==> src/rtl/santim_pkg.sv <==
// Shared definitions for the sanity timer: FSM encoding, DELQA timeout table,
// and the BDCOK pulse length used by the downstream pulse stage.
package santim_pkg;

    typedef enum logic [1:0] {
        StIdle    = 2'd0,
        StRun     = 2'd1,
        StExpired = 2'd2
    } santim_state_e;

    localparam int unsigned BDCOK_LIMIT = 10;

    // Timeout in quarter-second units for each select code.
    function automatic logic [15:0] santim_lim(input logic [2:0] sel);
        logic [15:0] lim;
        case (sel)
            3'd0:    lim = 16'd1;
            3'd1:    lim = 16'd4;
            3'd2:    lim = 16'd16;
            3'd3:    lim = 16'd64;
            3'd4:    lim = 16'd240;
            3'd5:    lim = 16'd960;
            3'd6:    lim = 16'd3840;
            default: lim = 16'd15360;
        endcase
        return lim;
    endfunction

endpackage

==> src/rtl/santim_prescale.sv <==
// Quarter-second prescaler: counts 0..PRESCALE-1 while enabled, pulses tick_o on the
// last count, and sits at zero whenever disabled or cleared.
module santim_prescale #(
    parameter int unsigned PRESCALE = 625000
) (
    input  logic clock_i,
    input  logic rst_n_i,
    input  logic en_i,
    input  logic clr_i,
    output logic tick_o
);

    localparam logic [19:0] LAST = 20'(PRESCALE - 1);

    logic [19:0] r_cnt;
    logic        w_last;

    assign w_last = (r_cnt == LAST);
    assign tick_o = en_i & w_last;

    always_ff @(posedge clock_i or negedge rst_n_i) begin
        if (!rst_n_i) begin
            r_cnt <= '0;
        end else if (clr_i || !en_i || w_last) begin
            r_cnt <= '0;
        end else begin
            r_cnt <= r_cnt + 20'd1;
        end
    end

endmodule

==> src/rtl/santim_wdt.sv <==
// Sanity watchdog: host activity restarts a DELQA-table timeout; on expiry gen_o is held
// high for the BDCOK pulse stage. Optional SANTIM_WDT_STAT_EN adds an expiry counter.
module santim_wdt
    import santim_pkg::*;
#(
    parameter int unsigned PRESCALE = 625000,
    parameter int unsigned HOLD_MIN = 16
) (
    input  logic       clock_i,
    input  logic       rst_n_i,
    input  logic       ena_i,
    input  logic [2:0] sel_i,
    input  logic       load_i,
    input  logic       kick_i,
    output logic       gen_o,
    output logic       run_o
`ifdef SANTIM_WDT_STAT_EN
    ,
    output logic [7:0] exp_cnt_o
`endif
);

    // Never let the hold drop below what the pulse stage needs to reach its limit.
    localparam int unsigned HOLD_EFF  = (HOLD_MIN > BDCOK_LIMIT + 1) ? HOLD_MIN : BDCOK_LIMIT + 2;
    localparam int unsigned HOLD_W    = $clog2(HOLD_EFF);
    localparam logic [HOLD_W-1:0] HOLD_LAST = HOLD_W'(HOLD_EFF - 1);

    santim_state_e     r_state;
    santim_state_e     w_state_d;
    logic [2:0]        r_sel;
    logic [15:0]       r_qcnt;
    logic [HOLD_W-1:0] r_hold;
    logic              r_gen;
    logic              r_run;

    logic        w_tick;
    logic        w_restart;
    logic        w_in_run;
    logic        w_pre_clr;
    logic        w_expire;
    logic        w_hold_sat;
    logic [15:0] w_lim_last;

    assign w_restart  = kick_i | load_i;
    assign w_in_run   = (r_state == StRun);
    assign w_pre_clr  = ~w_in_run | w_restart;
    assign w_lim_last = santim_lim(r_sel) - 16'd1;
    assign w_expire   = w_in_run & w_tick & (r_qcnt == w_lim_last);
    assign w_hold_sat = (r_hold == HOLD_LAST);

    santim_prescale #(
        .PRESCALE (PRESCALE)
    ) u_prescale (
        .clock_i (clock_i),
        .rst_n_i (rst_n_i),
        .en_i    (w_in_run),
        .clr_i   (w_pre_clr),
        .tick_o  (w_tick)
    );

    always_comb begin
        w_state_d = r_state;
        unique case (r_state)
            StIdle: begin
                if (ena_i) w_state_d = StRun;
            end
            StRun: begin
                if (!ena_i)         w_state_d = StIdle;
                else if (w_restart) w_state_d = StRun;
                else if (w_expire)  w_state_d = StExpired;
            end
            StExpired: begin
                if (!ena_i)                       w_state_d = StIdle;
                else if (w_hold_sat && w_restart) w_state_d = StRun;
            end
            default: w_state_d = StIdle;
        endcase
    end

    always_ff @(posedge clock_i or negedge rst_n_i) begin
        if (!rst_n_i) begin
            r_state <= StIdle;
            r_gen   <= 1'b0;
            r_run   <= 1'b0;
            r_sel   <= 3'd0;
        end else begin
            r_state <= w_state_d;
            r_gen   <= (w_state_d == StExpired);
            r_run   <= (w_state_d == StRun);
            if (load_i) r_sel <= sel_i;
        end
    end

    // Quarter count and hold count both restart from zero on every entry to their state.
    always_ff @(posedge clock_i or negedge rst_n_i) begin
        if (!rst_n_i) begin
            r_qcnt <= '0;
            r_hold <= '0;
        end else begin
            if (w_pre_clr)   r_qcnt <= '0;
            else if (w_tick) r_qcnt <= r_qcnt + 16'd1;

            if (r_state != StExpired) r_hold <= '0;
            else if (!w_hold_sat)     r_hold <= r_hold + 1'b1;
        end
    end

`ifdef SANTIM_WDT_STAT_EN
    logic [7:0] r_exp_cnt;

    always_ff @(posedge clock_i or negedge rst_n_i) begin
        if (!rst_n_i) begin
            r_exp_cnt <= '0;
        end else if (w_in_run && (w_state_d == StExpired) && (r_exp_cnt != 8'hff)) begin
            r_exp_cnt <= r_exp_cnt + 8'd1;
        end
    end

    assign exp_cnt_o = r_exp_cnt;
`endif

    assign gen_o = r_gen;
    assign run_o = r_run;

endmodule

==> config.mk <==
export PLATFORM = sky130hd
export DESIGN_NAME = santim_wdt
export DESIGN_NICKNAME = d
export VERILOG_FILES = /design/src/rtl/santim_pkg.sv /design/src/rtl/santim_prescale.sv /design/src/rtl/santim_wdt.sv
export SDC_FILE = /design/constraint.sdc
export NUM_CORES = 1
export LEC_CHECK = 0
export BUFFER_PORTS_ARGS = -buffer_cell sky130_fd_sc_hd__clkbuf_2
export CAP_MARGIN = 5
export CORE_UTILIZATION = 42
export DETAILED_ROUTE_END_ITERATION = 12
export MAX_ROUTING_LAYER = met4
export PLACE_DENSITY = 0.64
export SYNTH_ARGS = -nofsm -noshare
export SYNTH_HDL_FRONTEND = slang
export SYNTH_SLANG_ARGS = --single-unit
==> constraint.sdc <==
create_clock -name clock_i -period 7.8 [get_ports clock_i]
set_input_delay 1.56 -clock clock_i [delete_from_list [all_inputs] [get_ports clock_i]]
set_output_delay 1.56 -clock clock_i [all_outputs]
set_load 0.02 [all_outputs]
# After elaboration in Yosys (flattened, before gate mapping)
# Index checks and enable logic that the tools add are counted.
# classes
shift	0
muxes	13
bitwise_logic	6
n_div	0
add_sub_neg	4
reduce_logical	7
eq_ne	15
multipliers	0
n_lt_le_gt_ge	0
# ops
op	count
$pmux 14 s7	1
$mux 16	2
$add 20x1->20 const B	1
$eq 20x20->1 const B	1
$mux 20	1
$add 16x1->16 const B	1
$eq 16x16->1	1
$sub 16x1->16 const B	1
$mux 2	6
$eq 3x3->1 const B	3
$mux 4	2
$eq 3x2->1 const B	2
$pmux 2 s3	1
$add 4x1->4 const B	1
$eq 2x1->1 const B	2
$eq 2x2->1 const B	2
$eq 4x4->1 const B	1
$and 1x1->1	3
$eq 3x1->1 const B	1
$logic_not 3->1	1
$logic_not 2->1	1
$logic_or 1x1->1	2
$ne 2x1->1 const B	1
$ne 2x2->1 const B	1
5 further kinds	6
# word_totals
latch_bits	0
in_bits	8
n_memories	0
rom_bits	0
out_inout_bits	2
ramBits	0
regBits	47
wordCells	52

# Longest topological paths before layout
# logic_depth
word_depth	10
ltp_mapped	10
mapped_depth_nobuf	8

# Cells and area by module
# A second synthesis with hierarchy kept.
# unflattened
hier_cells	298
hier_area_um2	2781.4
# modules_own_cells
module	instances	seq_area_each_um2	cells_each	area_per_inst_um2
santim_wdt	1	675.6	187	1729.2
santim_prescale	1	500.5	111	1052.3

# Worst setup path after synthesis
# OpenSTA, ideal clock, no wires.
# synth_path
path_kind	input -> register
from	input load_i
to	register r_gen, in the netlist gen_o
path_buffers	1
setup_ns	0.067
arrival_ns	3.090
t_required_ns	7.733
path_stages	6
setup_slack_ns	4.644
cell_sequence	or4b_1 buf_6 nor3_1 nand4_1 nor4_2 a41o_1
# synth_via
elab_chain_len	6
word_cells_on_any_way	8
cone_classes	eq/ne: 1; mux: 5; bitwise: 1; reduce/logical: 1
# synth_lines
item	line	text
start, declared	santim_wdt.sv:13	input logic load_i,
$or 1x1->1 (*)	santim_wdt.sv:44	assign w_restart = kick_i | load_i;
$logic_and 1x1->1	santim_wdt.sv:74	else if (w_hold_sat && w_restart) w_state_d = StRun;
$mux 2	santim_wdt.sv:74	
$mux 2	santim_wdt.sv:73	if (!ena_i) w_state_d = StIdle;
$pmux 2 s3 (*)	santim_wdt.sv:63	unique case (r_state)
$eq 2x2->1 (*)	santim_wdt.sv:88	r_gen <= (w_state_d == StExpired);
end signal, assigned	santim_wdt.sv:88	
end, declared	santim_wdt.sv:33	logic r_gen;
# Every way passes the cells marked *; elsewhere a longest branch is shown, timed or not.
# A chain may end at the register's enable or synchronous reset.

# Worst setup path in the final report
# layout_path
from	input load_i
to	register r_state[1]
# layout_via
elab_chain_len	5
word_cells_on_any_way	7
cone_classes	mux: 5; bitwise: 1; reduce/logical: 1
# layout_lines
item	line	text
$or 1x1->1 (*)	santim_wdt.sv:44	
$logic_and 1x1->1	santim_wdt.sv:74	
$mux 2	santim_wdt.sv:74	
$mux 2	santim_wdt.sv:73	
$pmux 2 s3 (*)	santim_wdt.sv:63	
net w_state_d[1]	santim_wdt.sv:29	santim_state_e w_state_d;
end signal, assigned	santim_wdt.sv:82	r_state <= StIdle;
end signal, assigned	santim_wdt.sv:87	r_state <= w_state_d;
end, declared	santim_wdt.sv:28	santim_state_e r_state;
# Mark *: on every way through the listed nets, which the timed path passes. The rest lies on a longest branch.

==> flow_metrics.env <==
export IMPL_status="finished, violations left"
export IMPL_violations="DRC"
export IMPL_layout_cells_non_filler=386
export IMPL_worst_pin_slew_ns=0.8831
export IMPL_power_switching_mw=0.1089
export IMPL_total_power_mw=0.4433
export IMPL_p_comb_share_pct=8.7
export IMPL_layout_min_cycle_time_ns=3.415
export IMPL_synth_largest_area_cell="dfrtp_1"
export IMPL_power_switching_share_pct=24.56
export IMPL_worst_slack_ns=4.385
export IMPL_grt_pass1_vias=2144
export IMPL_fmax_mhz=292.8
export IMPL_cpLargestDelayFamily="simple AND/OR/NAND/NOR gates"
export IMPL_coreArea_mm2=0.006422
export IMPL_viasPerCell=5.601
export IMPL_drive_gt1_share_pct=12.30
export IMPL_multi_input_area_mm2=0.001513
export IMPL_drv_slew=0
export IMPL_totalWireLength_mm=5.331
export IMPL_syn_num_nets=320
export IMPL_fillers=605
export IMPL_crit_path_max_incr_delay_ns=0.85
export IMPL_cp_slowest_cell="or4b_1"
export IMPL_nets=320
export IMPL_p_int_mw=0.3344
export IMPL_htreeDepth=2
export IMPL_place_congestion=0.8162
export IMPL_cp_max_fo=18
export IMPL_dieArea_mm2=0.007077
export IMPL_synth_flop_cell="dfrtp_1"
export IMPL_syn_inst=308
export IMPL_antenna_found_initial=0
export IMPL_cts_tree="done"
export IMPL_crit_type="in -> reg"
export IMPL_fin_setup_tns_ns=0
export IMPL_p_per_area_mw_per_mm2=149.4
export IMPL_required_ns=8.03
export IMPL_clk_latency_ns=0.29
export IMPL_p_leak_nw=1.153
export IMPL_crit_chain="clkbuf_2, or4b_1, nor3_1, nand4_1, nor4_2, a41o_1"
export IMPL_cts_sinks=47
export IMPL_hold_path_class="reg -> reg"
export IMPL_die_h_um=84.13
export IMPL_drtPass1Iterations=8
export IMPL_port_buffers=9
export IMPL_boundaryPins=10
export IMPL_area_growth_pct=4.726
export IMPL_maxSlewHeadroom_pct=40.59
export IMPL_pre_cts_slack_ns=4.082
export IMPL_grt_setup_unrepaired="false"
export IMPL_grt_pass1_wl_mm=9.853
export IMPL_synth_top_area_share_pct=41.52
export IMPL_ctsHoldBuffers=0
export IMPL_cts_buffers=5
export IMPL_end_kind="flip-flop"
export IMPL_clkPwrFrac_pct=34.1
export IMPL_vias=2162
export IMPL_cts_setup_buffers=0
export IMPL_synth_edf_count=0
export IMPL_start_util_pct=44.11
export IMPL_syn_avg_cell_area_um2=9.197
export IMPL_die_w_um=84.13
export IMPL_finalHoldViolations=0
export IMPL_placementRows=29
export IMPL_ir_worst_vdd_mv=0.08816
export IMPL_yosysUniqueCellTypes=55
export IMPL_synth_warning_count=0
export IMPL_cp_start_kind="input port"
export IMPL_grt_max_degree=48
export IMPL_n_antenna_cell=0
export IMPL_cts_buffer_depth=2
export IMPL_hold_ws_ns=0.4569
export IMPL_placedCellCount=378
export IMPL_postCtsResizedCells=0
export IMPL_synth_seq_area_share_pct=41.52
export IMPL_clk_pin_slew_ns=0.09
export IMPL_drtAntennaViolNets=0
export IMPL_critPathArrivalTime_ns=3.65
export IMPL_drc_errors=2
export IMPL_maxCapViolCount=0
export IMPL_dr_first_iter_drc_count=118
export IMPL_synth_area_leaders="dfrtp_1, xnor2_1, nor2_1"
export IMPL_path_buf_inv=1
export IMPL_grt_overflow=0
export IMPL_cts_root_buffer="clkbuf_8"
export IMPL_setup_violations=0
export IMPL_synthArstFlopShare_pct=100.0
export IMPL_grt_total_usage_pct=17.58
export IMPL_syn_cell_area_mm2=0.002833
export IMPL_period_share_pct=43.78
export IMPL_seqCellArea_mm2=0.001176
export IMPL_skew_ns=0.008793
export IMPL_pwr_share_seq_pct=57.2
export IMPL_hpwlAfterDp_mm=3.743
export IMPL_ys_ff_latch=47
export IMPL_wire_per_inst_um=13.81
## synth_stat cells (6+ instances only)
cell type,instances
nand3_1,15
and3_1,6
xor2_1,10
dfrtp_1,47
o21ai_0,9
nor4_1,8
nand4_1,13
a21oi_1,10
inv_1,9
xnor2_1,22
nor3_1,7
nand2_1,20
nor2_1,46
clkbuf_1,9
## through the flow
stage	instance area [µm²]	util [%]
4_1_cts	2967	46.19
3_3_place_gp	2872	44.71
2_1_floorplan	2833	-
6_report	2967	46.19
5_1_grt	2967	46.19
3_5_place_dp	2872	44.71
## routing by layer
metal | GRT usage [%] | vias up | routed length, µm
li1 | - | 1089 | -
met4 | 3.448 | 0 | 29
met3 | 2.967 | 4 | 128
met5 | - | - | 0
met2 | 27.72 | 18 | 2498
met1 | 24.05 | 1051 | 2675
## cell usage in the layout, fill, tap and decap left out, drive strengths merged, types with 2 or more instances in the layout
master	synthesis	routed
nor3b	3	3
nand3	16	16
or3	3	3
nor2	46	46
inv	9	9
o21ai	9	9
a21o	2	2
nand3b	3	3
and3	6	6
nor4	10	10
ha	4	4
nor3	7	7
nand2b	4	4
a41o	2	2
dfrtp	47	47
a21bo	2	2
and2	6	6
and4	3	3
o221ai	2	2
xnor2	22	22
mux2	3	3
xor2	10	10
and4bb	2	2
nor2b	4	4
or4b	3	3
nand4	13	13
a31oi	3	3
nand2	20	20
clkbuf	11	16
mux2i	2	2
a21oi	10	10
## path summary, 6_finish.rpt
check	from	to	slack [ns]	depth (start not counted)
setup / recovery	load_i	r_state[1]$_DFF_PN0_	4.39	6
max in group asynchronous	rst_n_i	r_qcnt[14]$_DFFE_PN0P_	6.06	2
hold / removal	u_prescale.r_cnt[0]$_DFF_PN0_	u_prescale.r_cnt[0]$_DFF_PN0_	0.46	1
setup reg to reg	r_sel[2]$_DFFE_PN0P_	r_state[1]$_DFF_PN0_	4.81	6
hold reg to reg	u_prescale.r_cnt[0]$_DFF_PN0_	u_prescale.r_cnt[0]$_DFF_PN0_	0.46	1
min in group asynchronous	rst_n_i	r_sel[1]$_DFFE_PN0P_	1.34	2
## area by class of cell
| class | count | share of cell area, % |
|---|---|---|
| timing repair buffer | 10 | 1.771 |
| tap | 77 | 3.248 |
| clock inverter | 1 | 0.2952 |
| clock buffer | 7 | 2.910 |
| sequential | 47 | 39.65 |
| inverter | 9 | 1.139 |
| multi-input combinational | 235 | 50.99 |
## flip-flops by register name, indices dropped and copies added, names as in the netlist
signal and count:
r_sel 3, r_hold 4, u_prescale.r_cnt 20, r_qcnt 16
run_o 1, r_state 2, gen_o 1
## power groups by stage
stage / Sequential [mW] / Combinational [mW] / Clock, mW
after global routing: 0.255 / 0.0446 / 0.169
after CTS: 0.253 / 0.0390 / 0.157
after floorplan: 0.252 / 0.0328 / 0
after global placement: 0.258 / 0.0384 / 0
final: 0.253 / 0.0386 / 0.151
after detailed placement: 0.258 / 0.0390 / 0
## kinds of logic (layout without fill, tap and decap cells)
group           after synthesis  count (layout)  share of synthesized area (%)
mux                           5               5                          1.899
compound gates               39              39                          9.232
simple gates                155             155                          30.61
flops                        47              47                          41.52
buf+inv                      26              27                          5.079
xor+xnor                     32              32                          9.894
fa+ha+maj                     4               4                          1.767
## worst reg2reg max path, stage by stage, from the launching register on
cell     delay (ns)
dfrtp_1        0.61
or3_1          0.48
ha_1           0.36
or4b_2         0.64
a31o_2         0.26
a32oi_1        0.35
a41o_1         0.23
No activity file was read; power rests on OpenSTA's default activity.
